[config.mk]
export PLATFORM = sky130hd
export DESIGN_NAME = cordic_vectoring_iterative
export DESIGN_NICKNAME = d
export VERILOG_FILES = /design/src/rtl/cordic_vectoring_iterative_pkg.sv /design/src/rtl/cordic_vectoring_iterative_slice.sv /design/src/rtl/cordic_vectoring_iterative.sv
export SDC_FILE = /design/constraint.sdc
export NUM_CORES = 1
export LEC_CHECK = 0
export CORE_MARGIN = 5
export CORE_UTILIZATION = 30
export DETAILED_ROUTE_END_ITERATION = 8
export PLACE_DENSITY_LB_ADDON = 0.3
export SYNTH_ARGS = -nofsm -noshare
export SYNTH_HDL_FRONTEND = slang
export SYNTH_SLANG_ARGS = --single-unit
[constraint.sdc]
create_clock -name clk_i -period 12.5 [get_ports clk_i]
set_clock_uncertainty 0.15 [all_clocks]
set_input_delay 3.75 -clock clk_i [delete_from_list [all_inputs] [get_ports clk_i]]
set_output_delay 3.75 -clock clk_i [all_outputs]
set_load 0.01 [all_outputs]
[src/rtl/cordic_vectoring_iterative_pkg.sv]
// Shared types and constant helpers for the iterative vectoring CORDIC.
package cordic_vectoring_iterative_pkg;

  typedef enum logic [1:0] {
    ST_IDLE = 2'd0,
    ST_PRE  = 2'd1,
    ST_ITER = 2'd2,
    ST_DONE = 2'd3
  } state_e;

  // Product of sqrt(1+2^-2i) over the micro-rotations; magnitude output carries this gain.
  localparam real CORDIC_GAIN = 1.6467602581;

  // Ceiling log2, for constant expressions.
  function automatic int clog2(input int v);
    int r;
    r = 0;
    for (int i = 0; i < 31; i++) begin
      if ((1 << i) < v) r = i + 1;
    end
    return r;
  endfunction

  // +pi/2 in an aw-bit binary angle (full scale 2^(aw-1) = pi).
  function automatic int pi_half(input int aw);
    return 1 << (aw - 2);
  endfunction

  // round(atan(2^-i)/pi * 2^(aw-1)); base table holds the value scaled by 2^24.
  // Valid for aw <= 25; entries beyond the table round to zero at those widths.
  function automatic int atan_value(input int i, input int aw);
    longint t;
    int     sh;
    case (i)
      0:  t = 4194304;
      1:  t = 2476042;
      2:  t = 1308273;
      3:  t = 664100;
      4:  t = 333339;
      5:  t = 166832;
      6:  t = 83436;
      7:  t = 41721;
      8:  t = 20861;
      9:  t = 10430;
      10: t = 5215;
      11: t = 2608;
      12: t = 1304;
      13: t = 652;
      14: t = 326;
      15: t = 163;
      16: t = 81;
      17: t = 41;
      18: t = 20;
      19: t = 10;
      20: t = 5;
      21: t = 3;
      22: t = 1;
      23: t = 1;
      default: t = 0;
    endcase
    sh = 25 - aw;
    if (sh <= 0) return int'(t <<< (-sh));
    return int'((t + (longint'(1) <<< (sh - 1))) >>> sh);
  endfunction

endpackage

[src/rtl/cordic_vectoring_iterative_slice.sv]
// One combinational vectoring micro-rotation: drives Y toward zero, accumulates angle in Z.
module cordic_vectoring_iterative_slice #(
  parameter int XW = 12,
  parameter int AW = 10,
  parameter int SW = 4
) (
  input  logic signed [XW-1:0] x_i,
  input  logic signed [XW-1:0] y_i,
  input  logic signed [AW-1:0] z_i,
  input  logic        [SW-1:0] shift_i,
  input  logic signed [AW-1:0] atan_i,
  output logic signed [XW-1:0] x_o,
  output logic signed [XW-1:0] y_o,
  output logic signed [AW-1:0] z_o,
  output logic                 dir_o
);

  logic signed [XW-1:0] xs, ys;

  // Rotate clockwise when Y is non-negative, counter-clockwise otherwise.
  always_comb begin
    xs    = x_i >>> shift_i;
    ys    = y_i >>> shift_i;
    dir_o = ~y_i[XW-1];
    if (dir_o) begin
      x_o = x_i + ys;
      y_o = y_i - xs;
      z_o = z_i + atan_i;
    end else begin
      x_o = x_i - ys;
      y_o = y_i + xs;
      z_o = z_i - atan_i;
    end
  end

endmodule

[src/rtl/cordic_vectoring_iterative.sv]
// Iterative vectoring CORDIC: (X,Y) -> (K*|v|, atan2) with one micro-rotation per clock.
module cordic_vectoring_iterative
  import cordic_vectoring_iterative_pkg::*;
#(
  parameter int DATA_W  = 8,
  parameter int GUARD_W = 2,
  parameter int N_ITER  = DATA_W + GUARD_W
) (
  input  logic                     clk_i,
  input  logic                     rstn_i,
  input  logic                     strb_data_valid_i,
  input  logic signed [DATA_W-1:0] X_i,
  input  logic signed [DATA_W-1:0] Y_i,
  output logic        [DATA_W:0]   MAG_o,
  output logic signed [DATA_W-1:0] ANGLE_o,
  output logic                     busy_o,
  output logic                     strb_data_valid_o
);

  localparam int XW = DATA_W + 2 + GUARD_W;
  localparam int AW = DATA_W + GUARD_W;
  localparam int CW = clog2(N_ITER + 1);

  localparam logic signed [AW-1:0] PI_HALF = AW'(pi_half(AW));
  localparam logic signed [AW-1:0] ANG_RND = AW'(1 << (GUARD_W - 1));

  state_e                     state_q, state_d;
  logic        [CW-1:0]       cnt_q, cnt_d;
  logic signed [DATA_W-1:0]   xin_q, xin_d, yin_q, yin_d;
  logic                       zero_q, zero_d;
  logic signed [XW-1:0]       x_q, x_d, y_q, y_d;
  logic signed [AW-1:0]       z_q, z_d;
  logic        [DATA_W:0]     mag_q, mag_d;
  logic signed [DATA_W-1:0]   ang_q, ang_d;
  logic                       busy_q, busy_d;
  logic                       vld_q, vld_d;

  logic [N_ITER-1:0][AW-1:0]  atan_tbl;
  logic signed [AW-1:0]       atan_sel;
  logic signed [XW-1:0]       x_n, y_n, xe, ye;
  logic signed [AW-1:0]       z_n, z_rnd;
  logic                       dir_n;

  // Elaboration-time arctangent table, one entry per shift amount.
  for (genvar g = 0; g < N_ITER; g++) begin : g_atan
    assign atan_tbl[g] = AW'(atan_value(g, AW));
  end

  // Past the last iteration the selected angle is forced to zero.
  always_comb begin
    atan_sel = '0;
    if (cnt_q < CW'(N_ITER)) atan_sel = signed'(atan_tbl[cnt_q]);
  end

  cordic_vectoring_iterative_slice #(
    .XW (XW),
    .AW (AW),
    .SW (CW)
  ) u_slice (
    .x_i     (x_q),
    .y_i     (y_q),
    .z_i     (z_q),
    .shift_i (cnt_q),
    .atan_i  (atan_sel),
    .x_o     (x_n),
    .y_o     (y_n),
    .z_o     (z_n),
    .dir_o   (dir_n)
  );

  // Next-state logic: a strobe always wins and restarts from PRE, aborting any conversion.
  always_comb begin
    state_d = state_q;
    cnt_d   = cnt_q;
    xin_d   = xin_q;
    yin_d   = yin_q;
    zero_d  = zero_q;
    x_d     = x_q;
    y_d     = y_q;
    z_d     = z_q;
    mag_d   = mag_q;
    ang_d   = ang_q;
    vld_d   = 1'b0;
    xe      = XW'(xin_q) <<< GUARD_W;
    ye      = XW'(yin_q) <<< GUARD_W;
    z_rnd   = z_n + ANG_RND;

    case (state_q)
      ST_PRE: begin
        // Fold the vector into the right half-plane so the iterations converge.
        if (!xe[XW-1]) begin
          x_d = xe;
          y_d = ye;
          z_d = '0;
        end else if (!ye[XW-1]) begin
          x_d = ye;
          y_d = -xe;
          z_d = PI_HALF;
        end else begin
          x_d = -ye;
          y_d = xe;
          z_d = -PI_HALF;
        end
        cnt_d   = '0;
        state_d = ST_ITER;
      end
      ST_ITER: begin
        x_d = x_n;
        y_d = y_n;
        z_d = z_n;
        if (cnt_q == CW'(N_ITER - 1)) begin
          state_d = ST_DONE;
          vld_d   = 1'b1;
          if (zero_q) begin
            mag_d = '0;
            ang_d = '0;
          end else begin
            // X is non-negative after the fold, so dropping the sign bit is safe.
            mag_d = (DATA_W + 1)'(x_n >>> GUARD_W);
            ang_d = DATA_W'(z_rnd >>> GUARD_W);
          end
        end else begin
          cnt_d = cnt_q + CW'(1);
        end
      end
      ST_DONE: state_d = ST_IDLE;
      default: state_d = ST_IDLE;
    endcase

    if (strb_data_valid_i) begin
      xin_d   = X_i;
      yin_d   = Y_i;
      zero_d  = (X_i == '0) && (Y_i == '0);
      cnt_d   = '0;
      state_d = ST_PRE;
      vld_d   = 1'b0;
      mag_d   = mag_q;
      ang_d   = ang_q;
    end

    busy_d = (state_d != ST_IDLE);
  end

  // All state and registered outputs, with synchronous active-low reset.
  always_ff @(posedge clk_i) begin
    if (!rstn_i) begin
      state_q <= ST_IDLE;
      cnt_q   <= '0;
      xin_q   <= '0;
      yin_q   <= '0;
      zero_q  <= 1'b0;
      x_q     <= '0;
      y_q     <= '0;
      z_q     <= '0;
      mag_q   <= '0;
      ang_q   <= '0;
      busy_q  <= 1'b0;
      vld_q   <= 1'b0;
    end else begin
      state_q <= state_d;
      cnt_q   <= cnt_d;
      xin_q   <= xin_d;
      yin_q   <= yin_d;
      zero_q  <= zero_d;
      x_q     <= x_d;
      y_q     <= y_d;
      z_q     <= z_d;
      mag_q   <= mag_d;
      ang_q   <= ang_d;
      busy_q  <= busy_d;
      vld_q   <= vld_d;
    end
  end

  assign MAG_o             = mag_q;
  assign ANGLE_o           = ang_q;
  assign busy_o            = busy_q;
  assign strb_data_valid_o = vld_q;

endmodule

==> results.toml, run 1 <==
[run_status]
outcome = "completed"

[power_and_ir_drop]
clockPowerShare = 0.335
power_density_nw_per_um2 = 114
p_switching_w = 0.000310
switching_share = 0.350
p_comb_frac = 0.327
power.leakage_nw = 2.99
power_frac_seq = 0.338
p_int_w = 0.000574
peakVddDrop_mv = 0.0693
total_power_w = 0.000884

[logic_synthesis]
synth_warnings = 0
netlist_instances = 857
ys_types = 72
ys_seq_area_frac = 0.245
synth_edf_count = 0
syn_nets = 923
ys_ff_latch = 84
synthAdderAreaFrac = 0.0888
synth-compound-area-share = 0.220
synth_area_leaders = "dfxtp_1, ha_1, nor2_1, mux4_2, mux2i_1"
netlist.area_leader.share = 0.245
synth-xor-area-share = 0.0721
yosys.area_share.simple = 0.202
ys.flop_type = "dfxtp_1"
synth_area_um2 = 6870
yosys.area.top_type = "dfxtp_1"
avgSynthCellArea_um2 = 8.02
synthArstFlopShare = 0
synth.area.mux_share = 0.117
synth_top_family_by_area = "compound AO/OA/AOI/OAI gates"

[die]
dieArea_um2 = 26000
die_w_um = 161
coreArea_um2 = 22600
start_util = 0.304
die_h_um = 161
std_cell_rows = 55
ios = 38

[sta]
slew_viol_final = 0
tightest_slew_ns = 1.07
fmax_mhz = 160
tns_ns = 0
relSlewSlack = 0.288
hold_viol_final = 0
finalSetupViolations = 0
holdWs_ns = 0.326
min_period_ns = 6.25
rsz0062_at_grt = "no"
period_share = 0.500

[global_route]
antenna_found_initial = 0
grt_overflow = 0
grt_pass1_wl_mm = 32.0
grt_usage = 0.149
grt_max_degree = 53
grt_pass1_vias = 5950

[setup_path]
worst_setup_path_start_kind = "input pin"
cpPeakStageDelay_ns = 0.94
path_cells = "clkdlybuf4s50_1 > nand2b_1 > nor2_1 > inv_1 > ha_1 > nor4_1 > a21o_1"
worstPathMaxFanout = 20
crit_arrival_ns = 6.40
endpoint_kind = "flop"
cp.required_ns = 12.65
slowest_stage = "clkdlybuf4s50_1"
critical_path_class = "input pin to flop"

[drt]
vias = 6287
drtIter0Drc = 470
post_drt_via_cell_ratio = 5.48
first_pass_iters = 5
postRouteAntennaNets = 0
wl_mm = 19.3
wl_per_cell_um = 16.8
drc = 0

[clocking]
clockRootBuffer = "clkbuf_16"
clk_pin_slew_ns = 0.07
clock_sinks = 84
numCtsBuffers = 9
cts_setup_buffers = 0
post_cts_resized = 0
holdBufCountCts = 0
cts_max_path_buffers = 2
clk_latency_ns = 0.36
htreeDepth = 3
tritoncts = "yes"

[place]
dp_hpwl_mm = 14.2
gp_congestion = 0.854
post-place-cells = 1132
port_buffers = 37

[cells_and_area]
postLayoutCoreUtil = 0.343
final_common_cell = "nor2_1"
final_cells = 1148
syn_to_final_growth_pct = 12.7
drive_gt1_frac = 0.0776
final_nets = 924
antenna_cells = 0
final_cell_mix = "nor2_1, dfxtp_1, a21oi_1"

[flow_run]
drv_cap = 0

[worst_hold_path]
min_path_type = "flop to flop"
==> Yosys cell counts, types with 6 or more instances <==
cell	number
nand2_1	50
or3_1	7
a21o_1	9
xor2_1	23
ha_1	44
and3_1	7
dfxtp_1	84
nand3_1	13
xnor2_1	31
a211oi_1	28
nor2_1	137
o22ai_1	6
mux2_2	6
a21oi_1	56
mux2i_1	31
o21ai_0	32
clkbuf_1	37
buf_2	7
nor4_1	9
nand2b_1	10
inv_1	36
a22oi_1	19
buf_1	7
nor3_1	27
a31oi_1	10
mux4_2	16
nor2b_1	12
==> routing by layer <==
layer,up-vias,part of all wire,GRT usage
met1,2983,0.50,0.224
met3,32,0.054,0.0268
met5,-,0,0
met4,0,0.015,0.0318
li1,3107,-,-
met2,165,0.43,0.223
==> worst max-delay path, delay by kind of cell <==
| family | cells | cell delay [ns] |
|---|---|---|
| buffers and inverters | 2 | 1.07 |
| AOI/OAI and AO/OA | 1 | 0.11 |
| and+or+nand+nor | 3 | 1.27 |
| adders and majority gates | 1 | 0.20 |
==> area by class of cell <==
class	instances	area, um^2
clock buffer	9	225
multi-input combinational	678	4800
timing repair buffer	44	423
inverter	41	154
tap	285	357
clock inverter	7	103
sequential	84	1680
fill	2425	14800
==> power by group through the flow <==
stage | sequential [W] | combinational (W) | clock (W)
after floorplan | 0.000293 | 0.000212 | 0
after global placement | 0.000304 | 0.000284 | 0
after detailed placement | 0.000304 | 0.000284 | 0
after CTS | 0.000298 | 0.000286 | 0.000302
after global routing | 0.000300 | 0.000321 | 0.000315
final | 0.000299 | 0.000289 | 0.000296
==> path summary, 6_finish.rpt <==
check | from | to | slack [ns] | depth (start not counted)
max | strb_data_valid_i | flop | 6.25 | 7
min | ANGLE_o[5] | ANGLE_o[5] | 0.33 | 2
min reg2reg | ANGLE_o[5] | ANGLE_o[5] | 0.33 | 2
max reg2reg | cnt_q[0] | x_q[11] | 7.10 | 15
==> flip-flops by register name, summed over array words and instances (netlist names), named ones only <==
register,flops
xin_q,8
state_q,2
busy_o,1
cnt_q,4
MAG_o,9
x_q,12
zero_q,1
strb_data_valid_o,1
yin_q,8
ANGLE_o,8
z_q,10
y_q,12
==> per-stage QoR <==
stage | setup WS [ns] | area (um^2)
after floorplan | 6.98 | 6870
after global placement | 5.83 | 7420
after detailed placement | 5.85 | 7420
after CTS | 6.22 | 7750
after global routing | 6.01 | 7750
final | 6.25 | 7750
==> logic make-up (layout without fill, tap and decap cells) <==
family,after synthesis,count (layout)
AOI/OAI and AO/OA,218,218
xor gates and xnor gates,55,55
adders and majority gates,47,47
buffers and inverters,95,101
DFF,84,84
muxes,58,58
and+or+nand+nor,300,300
No activity file was read; power rests on OpenSTA's default activity.
==> inputs of run 2 (changes only) <==
==> constraint.sdc (replaced) <==
create_clock -name clk_i -period 6.5 [get_ports clk_i]
set_clock_uncertainty 0.15 [all_clocks]
set_input_delay 1.95 -clock clk_i [delete_from_list [all_inputs] [get_ports clk_i]]
set_output_delay 1.95 -clock clk_i [all_outputs]
set_load 0.01 [all_outputs]
==> run 2 against run 1 <==
  * Count of clock-buffer cells in the layout rose by 2
  * Via count decreased by 2.1%
  * Global-route usage down 0.39 points
  * Core utilization unchanged
  * Critical path depth rose by 9
  * Sequential share of layout area is the same
  * Critical path type is now flop to flop
  * Highest routed layer unchanged
==> results.toml, run 2 (synthesized netlist as in run 1, its figures left out) <==
[run_status]
outcome = "completed"

[flow_run]
drv_cap = 0

[die]
dieArea_um2 = 26000
ios = 38
std_cell_rows = 55
coreArea_um2 = 22600
die_h_um = 161
start_util = 0.304
die_w_um = 161

[power_and_ir_drop]
peakVddDrop_mv = 0.143
power_density_nw_per_um2 = 212
power.leakage_nw = 2.99

[global_route]
grtUsageMet1 = 0.216
antenna_found_initial = 0
grt_usage = 0.145
use_met2 = 0.220
grt_overflow = 0
met3_usage = 0.0225
grt_pass1_wl_mm = 31.0
busiest_layer = "met2"
grt_max_degree = 62
grt_pass1_vias = 5719

[sta]
fmax_mhz = 196
min_period_ns = 5.11
slew_viol_final = 0
period_share = 0.787
finalSetupViolations = 0
rsz0062_at_grt = "no"
holdWs_ns = 0.327
relSlewSlack = 0.258
tns_ns = 0
tightest_slew_ns = 1.11
hold_viol_final = 0

[cells_and_area]
final_common_cell = "nor2_1"
syn_to_final_growth_pct = 12.7
drive_gt1_frac = 0.0798
antenna_cells = 0
reg_top3 = "x_q (12), y_q (12), z_q (10)"
final_nets = 926
n_fill_cell = 2416
postLayoutCoreUtil = 0.343
final_cell_mix = "nor2_1, dfxtp_1, a21oi_1"

[place]
port_buffers = 37
gp_congestion = 0.862
dp_hpwl_mm = 14.1

[worst_hold_path]
min_path_type = "flop to flop"
holdCritStartpoint = "ANGLE_o[5]"
hold_end = "ANGLE_o[5]"
holdPathStages = 2

[drt]
post_drt_via_cell_ratio = 5.35
postRouteAntennaNets = 0
vias = 6152
wl_mm = 19.2
first_pass_iters = 4
wl_per_cell_um = 16.7
drtIter0Drc = 376
drc = 0

[clocking]
holdBufCountCts = 0
numCtsBuffers = 9
clock_sinks = 84
cts_setup_buffers = 0
clk_pin_slew_ns = 0.07
cts_max_path_buffers = 2
htreeDepth = 3
clk_latency_ns = 0.35
clockRootBuffer = "clkbuf_16"
post_cts_resized = 0
tritoncts = "yes"

[setup_path]
cp.required_ns = 6.62
r2r_cells = 16
worstPathMaxFanout = 27
cpPeakStageDelay_ns = 0.93
critical_path_class = "flop to flop"
crit_arrival_ns = 5.23
worst_setup_path_start_kind = "flop"
rrSetupSlack_ns = 1.39
worstReg2RegEnd = "x_q[11]"
endpoint_kind = "flop"
r2r_start = "cnt_q[2]"
path_cells = "nor2_1 > mux2i_1 > o21ai_0 > inv_1 > ha_1 > mux2_2 > inv_1 > ha_1 > nor2b_1 > o31a_1 > or4_1 > a31o_1 > o41ai_1 > xnor2_1 > or3_1 > a31oi_1"
slowest_stage = "dfxtp_1"
-- run 2: area by class of cell --
class | count | area (um^2) | share of cell area
clock buffer | 11 | 253 | 0.0326
clock inverter | 5 | 60.1 | 0.00775
inverter | 41 | 154 | 0.0199
multi-input combinational | 678 | 4800 | 0.620
sequential | 84 | 1680 | 0.217
tap | 285 | 357 | 0.0460
timing repair buffer | 46 | 438 | 0.0565
-- run 2: critical path: cells and delay by family, from the launching register on --
kind,cells,cell delay (ns)
xor gates and xnor gates,1,0.12
AOI/OAI and AO/OA,5,1.48
muxes,2,0.56
and+or+nand+nor,4,1.13
adders and majority gates,2,0.51
DFF,1,0.93
buffers and inverters,2,0.16
-- run 2: routing by layer --
layer | vias to the layer above | share of wire
met3 | 12 | 0.035
met5 | - | 0
li1 | 3112 | -
met4 | 0 | 0.0097
met1 | 2919 | 0.52
met2 | 109 | 0.43
-- run 2: report_power, final --
group	switching [W]	internal (W)	total [W]
clock network	0.000217	0.000319	0.000537
logic	0.000304	0.000229	0.000533
registers	0.0000388	0.000534	0.000573
-- run 2: stage by stage --
step	setup WS, ns	std cells	total power, W	cell area [um^2]
after floorplan	2.13	857	0.000971	6870
after global placement	1.47	1134	0.00111	7430
after detailed placement	1.42	1134	0.00111	7430
after CTS	1.40	1150	0.00165	7750
after global routing	0.971	1150	0.00173	7750
final	1.39	1150	0.00164	7750
-- run 2: worst max-delay path by stage --
| stage | startpoint | to | slack, ns |
|---|---|---|---|
| after floorplan | cnt_q[0] | x_q[11] | 2.13 |
| after CTS | cnt_q[0] | x_q[11] | 1.40 |
| final | cnt_q[2] | x_q[11] | 1.39 |
| after detailed placement | cnt_q[0] | x_q[11] | 1.42 |
| after global placement | cnt_q[0] | x_q[11] | 1.47 |
| after global routing | cnt_q[2] | x_q[11] | 0.97 |
==> inputs of run 3 (changes only) <==
==> constraint.sdc (replaced) <==
create_clock -name clk_i -period 4.7 [get_ports clk_i]
set_clock_uncertainty 0.15 [all_clocks]
set_input_delay 1.41 -clock clk_i [delete_from_list [all_inputs] [get_ports clk_i]]
set_output_delay 1.41 -clock clk_i [all_outputs]
set_load 0.01 [all_outputs]
==> run 3 against run 2 <==
  * Clock power grew 30%
  * Worst setup slack lost 1.1 ns
  * First-iteration DRC count shrank 3.2%
  * Flip-flop and latch count is the same
  * Register-to-register slack lost 1.1 ns
  * Die area is the same
  * Global-route usage grew 0.35 points
  * Combinational power grew 42%
  * Via count grew 2.7%
  * Final area grew 3.1%
  * Cell count grew 2.5%
  * Largest cell class unchanged
==> results.toml, run 3 (synthesized netlist as in run 1, its figures left out) <==
[setup_path]
cpMostUsedCell = "xnor2_1"
cp.required_ns = 4.82
cpPeakStageDelay_ns = 0.56
slowest_stage = "mux4_2"
crit_arrival_ns = 4.58
worstPathMaxFanout = 7
endpoint_kind = "flop"
critical_path_class = "flop to flop"
worst_setup_path_start_kind = "flop"
path_cells = "mux4_2 > a22oi_2 > o21ai_1 > buf_4 > a2111oi_4 > xnor2_1 > o22ai_1 > ha_1 > o21a_1 > o31a_1 > or4_1 > a31o_1 > o41ai_2 > xnor2_1 > or3_1 > a31oi_1"

[sta]
relSlewSlack = 0.230
fmax_mhz = 224
min_period_ns = 4.46
tightest_slew_ns = 1.15
finalSetupViolations = 0
finalWorstSetupSlack_ns = 0.244
slew_viol_final = 0
hold_viol_final = 0
tns_ns = 0
period_share = 0.948

[power_and_ir_drop]
power_density_nw_per_um2 = 281
peakVddDrop_mv = 0.181
total_power_w = 0.00225
power.leakage_nw = 3.13

[drt]
wl_mm = 19.7
vias = 6321
drtIter0Drc = 364
drc = 0
post_drt_via_cell_ratio = 5.36
postRouteAntennaNets = 0
first_pass_iters = 5
wl_per_cell_um = 16.7

[place]
place_area_um2 = 7670
dp_hpwl_mm = 15.0
port_buffers = 37
gp_congestion = 0.916
pre_cts_slack_ns = 0.138

[clocking]
clk_pin_slew_ns = 0.07
clockRootBuffer = "clkbuf_16"
cts_max_path_buffers = 2
clock_sinks = 84
numCtsBuffers = 9
clk_latency_ns = 0.35
htreeDepth = 3
tritoncts = "yes"
holdBufCountCts = 0

[global_route]
grt_pass1_wl_mm = 31.5
antenna_found_initial = 0
grt_pass1_vias = 5894
grt_max_degree = 41
grt_usage = 0.149
grt_overflow = 0

[cells_and_area]
final_common_cell = "nor2_1"
final_nets = 955
syn_to_final_growth_pct = 16.2
reg_top3 = "x_q (12), y_q (12), z_q (10)"
antenna_cells = 0
n_fill_cell = 2377
final_cell_mix = "nor2_1, dfxtp_1, a21oi_1"
design_area_um2 = 7990
drive_gt1_frac = 0.113

[die]
start_util = 0.304
std_cell_rows = 55
die_w_um = 161
ios = 38
dieArea_um2 = 26000
coreArea_um2 = 22600
die_h_um = 161

[worst_hold_path]
min_path_type = "flop to flop"

[flow_run]
drv_cap = 0

[run_status]
outcome = "completed"
==> run 3: cell types whose count changed in the layout (fill, tap and decap cells not counted), sizes merged <==
cell      change
clkbuf        -2
buf          +29
inv           +5
clkinvlp      +1
clkinv        -3
bufinv        -1
==> run 3: critical path, delay by kind of cell (launching register included) <==
family | cells | cell delay (ns)
buffers and inverters | 1 | 0.17
xor gates and xnor gates | 2 | 0.30
and+or+nand+nor | 2 | 0.76
muxes | 1 | 0.56
adders and majority gates | 1 | 0.31
AOI/OAI and AO/OA | 9 | 1.71
DFF | 1 | 0.43
==> run 3: final cells by class <==
class                           instances  area [um^2]  share of cell area
Multi-Input combinational cell        678         4820               0.604
Sequential cell                        84         1690               0.211
Timing Repair Buffer                   75          681              0.0852
Tap cell                              285          357              0.0447
Clock buffer                            9          225              0.0282
Inverter                               41          154              0.0193
Clock inverter                          7         63.8             0.00799
==> run 3: stage by stage <==
stage / cells / util / hold slack [ns]
finish: 1179 / 0.354 / 0.329
global route: 1179 / 0.354 / 0.356
CTS: 1178 / 0.353 / 0.340
detailed placement: 1162 / 0.340 / 0.326
global placement: 1162 / 0.340 / 0.313
floorplan: 857 / - / 0.304
==> run 3: repair_timing <==
action	CTS	global route
resized for setup	0	5
setup buffers	0	1
endpoints found under the setup margin	0	4
==> run 3: path summary, 6_finish.rpt <==
check | startpoint | endpoint | slack [ns] | cells past startpoint
worst min-delay path | ANGLE_o[5] | ANGLE_o[5] | 0.33 | 2
worst max register to register | cnt_q[0] | x_q[11] | 0.24 | 16
worst max-delay path | cnt_q[0] | x_q[11] | 0.24 | 16
worst min register to register | ANGLE_o[5] | ANGLE_o[5] | 0.33 | 2
==> run 3: where the power goes <==
part | internal, W | switching (W)
clock network | 0.000371 | 0.000328
logic | 0.000334 | 0.000423
registers | 0.000737 | 0.0000523
total | 0.00144 | 0.000804
==> run 3: routing by layer <==
metal	wire length (um)	vias to the layer above	track usage
met5	0	-	0
met1	9720	2949	0.219
met2	8620	166	0.227
met3	946	31	0.0176
li1	-	3175	-
met4	414	0	0.0469
